**config.mk**
```make
export PLATFORM = sky130hd
export DESIGN_NAME = display_refresh_scanner
export DESIGN_NICKNAME = d
export VERILOG_FILES = /design/src/rtl/display_pkg.sv /design/src/rtl/refresh_prescaler.sv /design/src/rtl/display_refresh_scanner.sv
export SDC_FILE = /design/constraint.sdc
export NUM_CORES = 1
export LEC_CHECK = 0
export BUFFER_PORTS_ARGS = -buffer_cell sky130_fd_sc_hd__buf_4
export CAP_MARGIN = 10
export CORE_UTILIZATION = 63
export CTS_CLUSTER_DIAMETER = 50
export CTS_CLUSTER_SIZE = 10
export DETAILED_ROUTE_END_ITERATION = 6
export GPL_TIMING_DRIVEN = 0
export HOLD_SLACK_MARGIN = 0.03
export PLACE_DENSITY = 0.89
export SLEW_MARGIN = 0
export SYNTH_ARGS = -nofsm -noshare
export SYNTH_HDL_FRONTEND = slang
export SYNTH_SLANG_ARGS = --single-unit
```
**constraint.sdc**
```tcl
create_clock -name clk -period 3.6 [get_ports clk]
set_clock_uncertainty 0.15 [all_clocks]
set_input_delay 0.72 -clock clk [delete_from_list [all_inputs] [get_ports clk]]
set_output_delay 0.72 -clock clk [all_outputs]
set_load 0.03 [all_outputs]
```
**src/rtl/display_pkg.sv**
```systemverilog
// Shared constants and helpers for the 7-segment refresh path.
package display_pkg;
   localparam int NUM_DIGITS = 4;
   localparam int DIGIT_W    = 4;
   localparam int IDX_W      = 2;

   typedef logic [IDX_W-1:0] digit_idx_t;

   localparam logic [NUM_DIGITS-1:0] BLANK_NONE = '0;

   // Bit i set when digit i is a leading zero (nibbles NUM_DIGITS-1 down to i all zero).
   // Digit 0 is always kept so a zero value still shows one digit.
   function automatic logic [NUM_DIGITS-1:0] lz_mask(input logic [NUM_DIGITS*DIGIT_W-1:0] v);
      logic [NUM_DIGITS-1:0] m;
      logic                  all_zero;
      m        = BLANK_NONE;
      all_zero = 1'b1;
      for (int i = NUM_DIGITS-1; i > 0; i--) begin
         all_zero = all_zero & (v[i*DIGIT_W +: DIGIT_W] == '0);
         m[i]     = all_zero;
      end
      return m;
   endfunction
endpackage

```
**src/rtl/refresh_prescaler.sv**
```systemverilog
// Divides clk down to a one-cycle tick every CLK_DIV cycles.
module refresh_prescaler #(
   parameter int CLK_DIV = 100000
) (
   input  logic clk,
   input  logic reset,
   output logic tick
);
   localparam int CW = (CLK_DIV > 2) ? $clog2(CLK_DIV) : 1;

   logic [CW-1:0] count;

   assign tick = (count == CW'(CLK_DIV-1));

   always_ff @(posedge clk) begin
      if (reset)     count <= '0;
      else if (tick) count <= '0;
      else           count <= count + 1'b1;
   end
endmodule

```
**src/rtl/display_refresh_scanner.sv**
```systemverilog
// Digit scanner: refresh index, frame-aligned double buffer and leading-zero blanking.
module display_refresh_scanner
   import display_pkg::*;
#(
   parameter int CLK_DIV = 100000
) (
   input  logic                          clk,
   input  logic                          reset,
   input  logic [NUM_DIGITS*DIGIT_W-1:0] value_in,
   input  logic                          value_valid,
   input  logic                          blank_lz,
   output logic [IDX_W-1:0]              refreshcounter,
   output logic [DIGIT_W-1:0]            digit_out,
   output logic                          digit_blank,
   output logic                          value_ack,
   output logic                          frame_done
);
   logic                                    tick;
   logic                                    boundary;
   digit_idx_t                              idx;
   logic [NUM_DIGITS-1:0][DIGIT_W-1:0]      active;
   logic [NUM_DIGITS-1:0][DIGIT_W-1:0]      pending;
   logic                                    pend_flag;
   logic [NUM_DIGITS-1:0]                   mask;

   refresh_prescaler #(.CLK_DIV(CLK_DIV)) u_prescaler (
      .clk   (clk),
      .reset (reset),
      .tick  (tick)
   );

   assign boundary = tick && (idx == digit_idx_t'(NUM_DIGITS-1));

   always_ff @(posedge clk) begin
      if (reset) idx <= '0;
      else if (tick) idx <= idx + 1'b1;
   end

   // A strobe in the boundary cycle bypasses pending and goes straight to active.
   always_ff @(posedge clk) begin
      if (reset) begin
         active     <= '0;
         pending    <= '0;
         pend_flag  <= 1'b0;
         value_ack  <= 1'b0;
         frame_done <= 1'b0;
      end else begin
         frame_done <= boundary;
         value_ack  <= 1'b0;
         if (boundary) begin
            if (value_valid) begin
               active    <= value_in;
               pend_flag <= 1'b0;
               value_ack <= 1'b1;
            end else if (pend_flag) begin
               active    <= pending;
               pend_flag <= 1'b0;
               value_ack <= 1'b1;
            end
         end else if (value_valid) begin
            pending   <= value_in;
            pend_flag <= 1'b1;
         end
      end
   end

   assign mask           = lz_mask(active);
   assign refreshcounter = idx;
   assign digit_out      = active[idx];
   assign digit_blank    = blank_lz & mask[idx];
endmodule
```
* After elaboration in Yosys (flattened, before gate mapping) *
Cells that the tools add are included.

cells by class
  add/sub/neg operators = 2
  $lt $le $gt $ge = 1
  equal/unequal tests = 2
  muxes and demuxes = 8
  bitwise gates (word level) = 4
  reduce and logical (&&, ||, !) cells = 10

operator list
  operator                                                                       count
  16-bit 2-to-1 mux                                                              2
  17-bit by 1-bit adder with 17-bit output (second input constant)               1
  17-bit == test (second input constant)                                         1
  4-bit zero test                                                                3
  4-bit binary-select mux with 2-bit select                                      1
  2-bit OR reduction                                                             3
  4-bit 2-to-1 mux                                                               1
  2-bit AND reduction                                                            2
  1-bit bitwise AND                                                              3
  2-bit by 3-bit less-than comparator with 1-bit output (second input constant)  1
  1-bit 2-to-1 mux                                                               3
  2-bit by 1-bit adder with 2-bit output (second input constant)                 1
  1-bit binary-select mux with 2-bit select                                      1
  2-bit == test (second input constant)                                          1
  2-bit nonzero test                                                             1
  1-bit logical AND                                                              1
  1-bit inverter                                                                 1

storage, ports and cells
  bits in registers = 54
  output and inout bits = 9
  word-level logic and storage cells = 40

* Logic depth before layout (Yosys ltp) *
Gate-level depths: netlist (run 1).

  depth in word-level cells = 6
  mapped depth = 7
  gate-level depth less buffers = 5

* Modules after synthesis *
Synthesis (run 1) repeated with hierarchy kept, for this count alone.

second synthesis, totals
  cells, all modules = 258
  area, all modules = 2527.4 sq um

by module, submodules not included
  module                   instances  cells each  area an instance (sq um)  seq. area each (sq um)
  display_refresh_scanner  1          170         1730.4                    740.7
  refresh_prescaler        1          88          797.0                     340.3

* Least setup slack after synthesis (run 1) *
Ideal clock, no wire load.

  path kind = reg2out
  start point = register idx[0] (netlist: refreshcounter[0])
  end point = output digit_blank
  data arrival time = 1523 ps
  data required time = 2730 ps
  setup slack = 1207 ps
  cell stages (with the launch flop) = 4
  path buffers = 1
  cells stage by stage = dfxtp_1 -> clkbuf_1 -> o21ai_0 -> a21oi_1

on the way
  cells in the longest elaborated chain, start to end = 3

RTL lines
  item                                       RTL line                       text
  start, declared                            display_refresh_scanner.sv:20  digit_idx_t idx;
  start signal, assigned                     display_refresh_scanner.sv:36  else if (tick) idx <= idx + 1'b1;
  1-bit binary-select mux with 2-bit select  display_refresh_scanner.sv:70  assign digit_blank = blank_lz & mask[idx];
  1-bit 2-to-1 mux (not written as such)     display_refresh_scanner.sv:70
  1-bit bitwise AND                          display_refresh_scanner.sv:70
  end, declared                              display_refresh_scanner.sv:14  output logic digit_blank,

Every way passes these cells. The select of a mux whose other input is x is not followed.

* Final worst setup path (run 1) *
  start point = register idx[0] (netlist: refreshcounter[0])
  end point = output digit_out[0]

on the way
  cells in the longest elaborated chain, start to end = 2

RTL lines
  item                                       RTL line                       text
  4-bit binary-select mux with 2-bit select  display_refresh_scanner.sv:69  assign digit_out = active[idx];
  4-bit 2-to-1 mux (not written as such)     display_refresh_scanner.sv:69
  end, declared                              display_refresh_scanner.sv:13  output logic [DIGIT_W-1:0] digit_out,

Every way passes these cells. The select of a mux whose other input is x is not followed.

==> results.toml, run 1 <==
[critical_path]
crit_cells = 3
cp_max_fo = 7
crit_chain = "clkbuf_1 > mux4_2 > buf_4"
end_kind = "output port"
r2r_cells = 7
slowest_stage = "mux4_2"
crit_path_max_incr_delay_ps = 580
required_ps = 2730
reg2reg_to = "pending[10]"
r2r_start = "refreshcounter[1]"
cp_data_arrival_time_ps = 1820
critical_path_class = "flop to output port"
path_buf_inv = 2
rrSetupSlack_ps = 1140
cp_top_family = "multiplexers"
start_kind = "flop"

[logic_synthesis]
post-synth-top-area-cell = "dfxtp_1"
yosys.area.top_type_share = 0.391
async_flop_share = 0
syn_inst = 301
synth_seq_cells = 54
synthDistinctLibCells = 39
synth_ff_type = "dfxtp_1"
syn_avg_cell_area_um2 = 9.18
syn_nets = 323
ys_warn_count = 0
synthesis.area_um2 = 2760
yosysSeqAreaShare = 0.391
synthTopCellsByArea = "dfxtp_1 39%, nand4_1 4.8%, o311ai_1 4.8%"
synth_edf_count = 0

[sta]
max_freq_mhz = 372
worst_slew_pin_slew_ps = 751
period_needed_ps = 2690
maxSlewHeadroom = 0.486
slew_viol_final = 0
fin_setup_tns_ps = 0
fin_crit_sh = 0.747
fin_hold_ws_ps = 323
hold_violations = 0
setup_violations = 0
rsz0062_at_grt = "no"

[hold_path]
min_from = "u_prescaler.count[0]"
min_path_cells = 1
min_to = "u_prescaler.count[0]"
hold_class = "flop to flop"

[route]
final_antenna_net_count = 0
vias = 2574
wl_per_cell_um = 18.0
drt-pass1-iter-count = 5
post-route-drc-count = 0
via_per_inst = 6.67
drtIter0Drc = 407
wirelength_mm = 6.96

[cts]
clk_latency_ps = 320
htreeDepth = 2
clkTransAtPathRegs_ps = 90
root_buffer = "clkbuf_8"
cts_setup_buffers = 0
post_cts_resized = 0
cts_sinks = 54
clock_path_buffers = 2
tritoncts = "built"
numCtsBuffers = 5
cts.hold.buffers_added = 0

[power]
p_per_area_nw_per_um2 = 350
swShare = 0.267
p_seq_frac = 0.578
p_switching_w = 0.000291
p_leak_nw = 1.05
p_int_w = 0.000799
vdd_drop_max_v = 0.000335
pwr-share-clk = 0.322
power_frac_comb = 0.100

[global_routing]
grt_max_degree = 18
grt_busiest_layer = "met2"
grt_usage = 0.322
grt_pass1_wl_mm = 10.9
use_met2 = 0.515
antenna_found_initial = 0
globalRouteMet3Util = 0.0800
grt_pass1_vias = 2311
grt_overflow = 0
met1_usage = 0.416

[die]
initial_core_util = 0.672
die_h_um = 68.2
die_x_um = 68.2
io_pins = 29
dieArea_um2 = 4660
coreArea_um2 = 4120
row_count = 23

[placement]
io_buffers = 27
hpwl_mm = 4.91
gp_congestion = 0.898
dp_cells = 378

[job]
maxCapViolations = 0

[final_layout]
fin_cells = 386
n_antenna_cell = 0
nets = 357
drive_above_1_share = 0.199
syn2layout_area_growth_pct = 12.9

[outcome]
status = "finished, final reports clean"
==> power groups by stage <==
| stage | Clock [W] | Combinational [W] | Sequential, W |
|---|---|---|---|
| finish | 0.000352 | 0.000109 | 0.000630 |
| global route | 0.000374 | 0.000117 | 0.000632 |
| CTS | 0.000351 | 0.000106 | 0.000630 |
| detailed placement | 0 | 0.000105 | 0.000644 |
| global placement | 0 | 0.000102 | 0.000643 |
| floorplan | 0 | 0.0000680 | 0.000641 |
==> final cells by class <==
cell class	instances	area, um2
timing repair buffer	27	203
inverter	3	11.3
multi-input combinational	216	1540
tap	50	62.6
fill	289	996
clock inverter	3	21.3
buffer	28	133
clock buffer	5	68.8
sequential	54	1080
==> per-layer routing <==
layer,share of wire,routed length [um]
met4,0.018,127
met3,0.078,546
met5,0,0
met2,0.46,3210
met1,0.44,3080
==> registers in the layout (all words and copies together), names as in the netlist <==
register	cells
pend_flag	1
pending	16
frame_done	1
u_prescaler.count	17
active	16
value_ack	1
refreshcounter	2
==> kinds of logic after synthesis <==
family	count (synthesis)	share of synthesized area
and+or+nand+nor	123	0.239
AOI/OAI and AO/OA	72	0.228
DFF	54	0.391
buffers and inverters	31	0.0521
xor gates and xnor gates	15	0.0475
muxes	4	0.0326
adders and majority gates	2	0.00905
==> metrics by stage <==
step | setup slack [ps] | instance area (um2) | total power (W) | utilization
2_1_floorplan | 1210 | 2760 | 0.000709 | -
3_3_place_gp | 1070 | 3030 | 0.000745 | 0.736
3_5_place_dp | 1050 | 3030 | 0.000749 | 0.736
4_1_cts | 897 | 3120 | 0.00109 | 0.758
5_1_grt | 808 | 3120 | 0.00112 | 0.758
6_report | 912 | 3120 | 0.00109 | 0.758
==> cells in the mapped netlist (2+ instances only) <==
library cell,number
nand3_1,20
a31o_2,6
buf_6,2
xor2_1,4
a21oi_1,4
nand4_1,21
nand2_1,25
nor4_1,7
ha_1,2
nor3_1,3
buf_2,7
dfxtp_1,54
o311ai_1,15
nor2_1,20
mux4_2,4
a31o_1,10
xnor2_1,11
nand2b_1,16
inv_1,2
or3_1,2
a2111oi_0,8
o21ai_0,3
o21a_1,16
a2111oi_2,8
clkbuf_1,17
==> cells in the final DEF, fill, tap and decap left out, types with 2 or more instances in the layout <==
master and n:
o21a_1 16, xor2_1 4, buf_4 28, buf_2 7, dfxtp_1 54, or3_1 2
mux4_2 4, inv_1 2, buf_6 2, nand2_1 25, ha_1 2, o311ai_1 15
a31o_1 10, nand4_1 21, a31o_2 6, nand2b_1 16, clkbuf_8 5, nor2_1 20
a2111oi_0 8, o21ai_0 3, nand3_1 20, a21oi_1 4, clkbuf_1 17, xnor2_1 11
nor4_1 7, a2111oi_2 8, nor3_1 3
==> worst max path at each step <==
stage	from	endpoint	slack, ps
after detailed placement	value_valid	active[14]	1050
final	refreshcounter[0]	digit_out[0]	910
after global placement	value_valid	active[11]	1070
after floorplan	refreshcounter[0]	digit_blank	1210
after global routing	refreshcounter[0]	digit_out[3]	810
after CTS	refreshcounter[0]	digit_out[3]	900
Note: power is estimated with default switching activity, not from simulation.
==> run 2, diff against run 1 <==
--- a/config.mk
+++ b/config.mk
@@ -7,13 +7,13 @@
 export LEC_CHECK = 0
 export BUFFER_PORTS_ARGS = -buffer_cell sky130_fd_sc_hd__buf_4
 export CAP_MARGIN = 10
-export CORE_UTILIZATION = 63
+export CORE_UTILIZATION = 58
 export CTS_CLUSTER_DIAMETER = 50
 export CTS_CLUSTER_SIZE = 10
 export DETAILED_ROUTE_END_ITERATION = 6
 export GPL_TIMING_DRIVEN = 0
 export HOLD_SLACK_MARGIN = 0.03
-export PLACE_DENSITY = 0.89
+export PLACE_DENSITY = 0.83
 export SLEW_MARGIN = 0
 export SYNTH_ARGS = -nofsm -noshare
 export SYNTH_HDL_FRONTEND = slang
==> constraint.sdc (replaced) <==
create_clock -name clk -period 2.6 [get_ports clk]
set_clock_uncertainty 0.15 [all_clocks]
set_input_delay 0.52 -clock clk [delete_from_list [all_inputs] [get_ports clk]]
set_output_delay 0.52 -clock clk [all_outputs]
set_load 0.03 [all_outputs]
==> results.toml, run 2 (synthesized netlist as in run 1, its figures left out) <==
[sta]
fin_setup_tns_ps = 0
period_needed_ps = 2480
worst_slew_pin_slew_ps = 708
fin_crit_sh = 0.953
rsz0062_at_grt = "no"
fin_hold_ws_ps = 338
setup_violations = 0
max_freq_mhz = 404
maxSlewHeadroom = 0.516
hold_violations = 0
slew_viol_final = 0

[critical_path]
rrSetupSlack_ps = 190
required_ps = 1930
start_kind = "flop"
end_kind = "output port"
crit_path_max_incr_delay_ps = 580
r2r_cells = 7
critical_path_class = "flop to output port"
crit_chain = "clkbuf_1 > mux4_2 > buf_4"
cp_data_arrival_time_ps = 1810
path_buf_inv = 2
r2r_start = "refreshcounter[1]"
crit_cells = 3
reg2reg_to = "pending[2]"
cp_top_family = "multiplexers"
slowest_stage = "mux4_2"
cp_max_fo = 7

[route]
post-route-drc-count = 2
drt-pass1-iter-count = 7
final_antenna_net_count = 0
drtIter0Drc = 505
vias = 2599
via_per_inst = 6.70
wl_per_cell_um = 18.1
wirelength_mm = 7.01

[outcome]
status = "finished with violations"
violations = "DRC"

[die]
dieArea_um2 = 5050
row_count = 24
io_pins = 29
die_x_um = 71.0
initial_core_util = 0.618
die_h_um = 71.0
coreArea_um2 = 4470

[cts]
root_buffer = "clkbuf_8"
htreeDepth = 2
cts.hold.buffers_added = 0
tritoncts = "built"
cts_sinks = 54
numCtsBuffers = 5
clkTransAtPathRegs_ps = 90
cts_setup_buffers = 0
clock_path_buffers = 2
clk_latency_ps = 320
post_cts_resized = 0

[final_layout]
largest-register = "u_prescaler.count"
syn2layout_area_growth_pct = 13.3
n_antenna_cell = 0
reg_top3 = "u_prescaler.count (17), active (16), pending (16)"
nets = 357
drive_above_1_share = 0.199
layout_commonest_cell = "dfxtp_1"
mostFrequentLayoutCells = "54 x dfxtp_1, 28 x buf_4, 25 x nand2_1"
largest_register_ffs = 17

[global_routing]
grt_usage = 0.298
grt_overflow = 0
grt_pass1_wl_mm = 11.7
grt_pass1_vias = 2497
antenna_found_initial = 0
grt_max_degree = 18

[power]
p_int_w = 0.00114
p_switching_w = 0.000393
power_frac_comb = 0.097
p_per_area_nw_per_um2 = 488
pwr-share-clk = 0.332
p_seq_frac = 0.571
vdd_drop_max_v = 0.000382
swShare = 0.257
p_leak_nw = 1.06

[hold_path]
min_path_cells = 1
min_to = "u_prescaler.count[0]"
hold_class = "flop to flop"
min_from = "u_prescaler.count[0]"

[placement]
hpwl_mm = 4.98
io_buffers = 27
gp_congestion = 0.864

[job]
maxCapViolations = 0
run 2: cell types whose count changed in the layout (fill, tap and decap cells not counted):
cell / delta
clkbuf_8: +1
clkinv_2: -1
clkinvlp_4: -1
clkinv_4: +1
run 2: power groups by stage:
stage | registers (W) | clock network [W] | logic (W)
after global routing | 0.000876 | 0.000558 | 0.000164
after CTS | 0.000872 | 0.000519 | 0.000147
after global placement | 0.000890 | 0 | 0.000143
final | 0.000872 | 0.000508 | 0.000149
after detailed placement | 0.000891 | 0 | 0.000146
after floorplan | 0.000887 | 0 | 0.0000942
run 2: how the worst max path moves through the flow:
stage,startpoint,to,slack (ps)
finish,refreshcounter[0],digit_out[0],120
global route,refreshcounter[0],digit_out[3],9
CTS,refreshcounter[0],digit_out[3],100
detailed placement,value_valid,active[11],200
global placement,value_valid,active[7],250
floorplan,refreshcounter[0],digit_blank,410
run 2: metrics by stage:
stage	power (W)	instances	cell area [um2]	utilization	worst slack [ps]
2_1_floorplan	0.000981	301	2760	-	407
3_3_place_gp	0.00103	380	3030	0.678	249
3_5_place_dp	0.00104	380	3030	0.678	205
4_1_cts	0.00154	388	3130	0.700	104
5_1_grt	0.00160	388	3130	0.700	8.54
6_report	0.00153	388	3130	0.700	123
run 2: layout make-up:
cell class,count,area [um2]
Fill cell,369,1340
Buffer,28,133
Inverter,3,11.3
Clock inverter,2,17.5
Timing Repair Buffer,27,203
Tap cell,52,65.1
Sequential cell,54,1080
Multi-Input combinational cell,216,1540
Clock buffer,6,82.6
run 2: per-layer routing:
metal	vias up	share of wire	global-route usage
met5	-	0	0
met4	0	0.020	0.131
met3	16	0.088	0.0712
met2	148	0.46	0.456
met1	1214	0.43	0.402
li1	1221	-	-
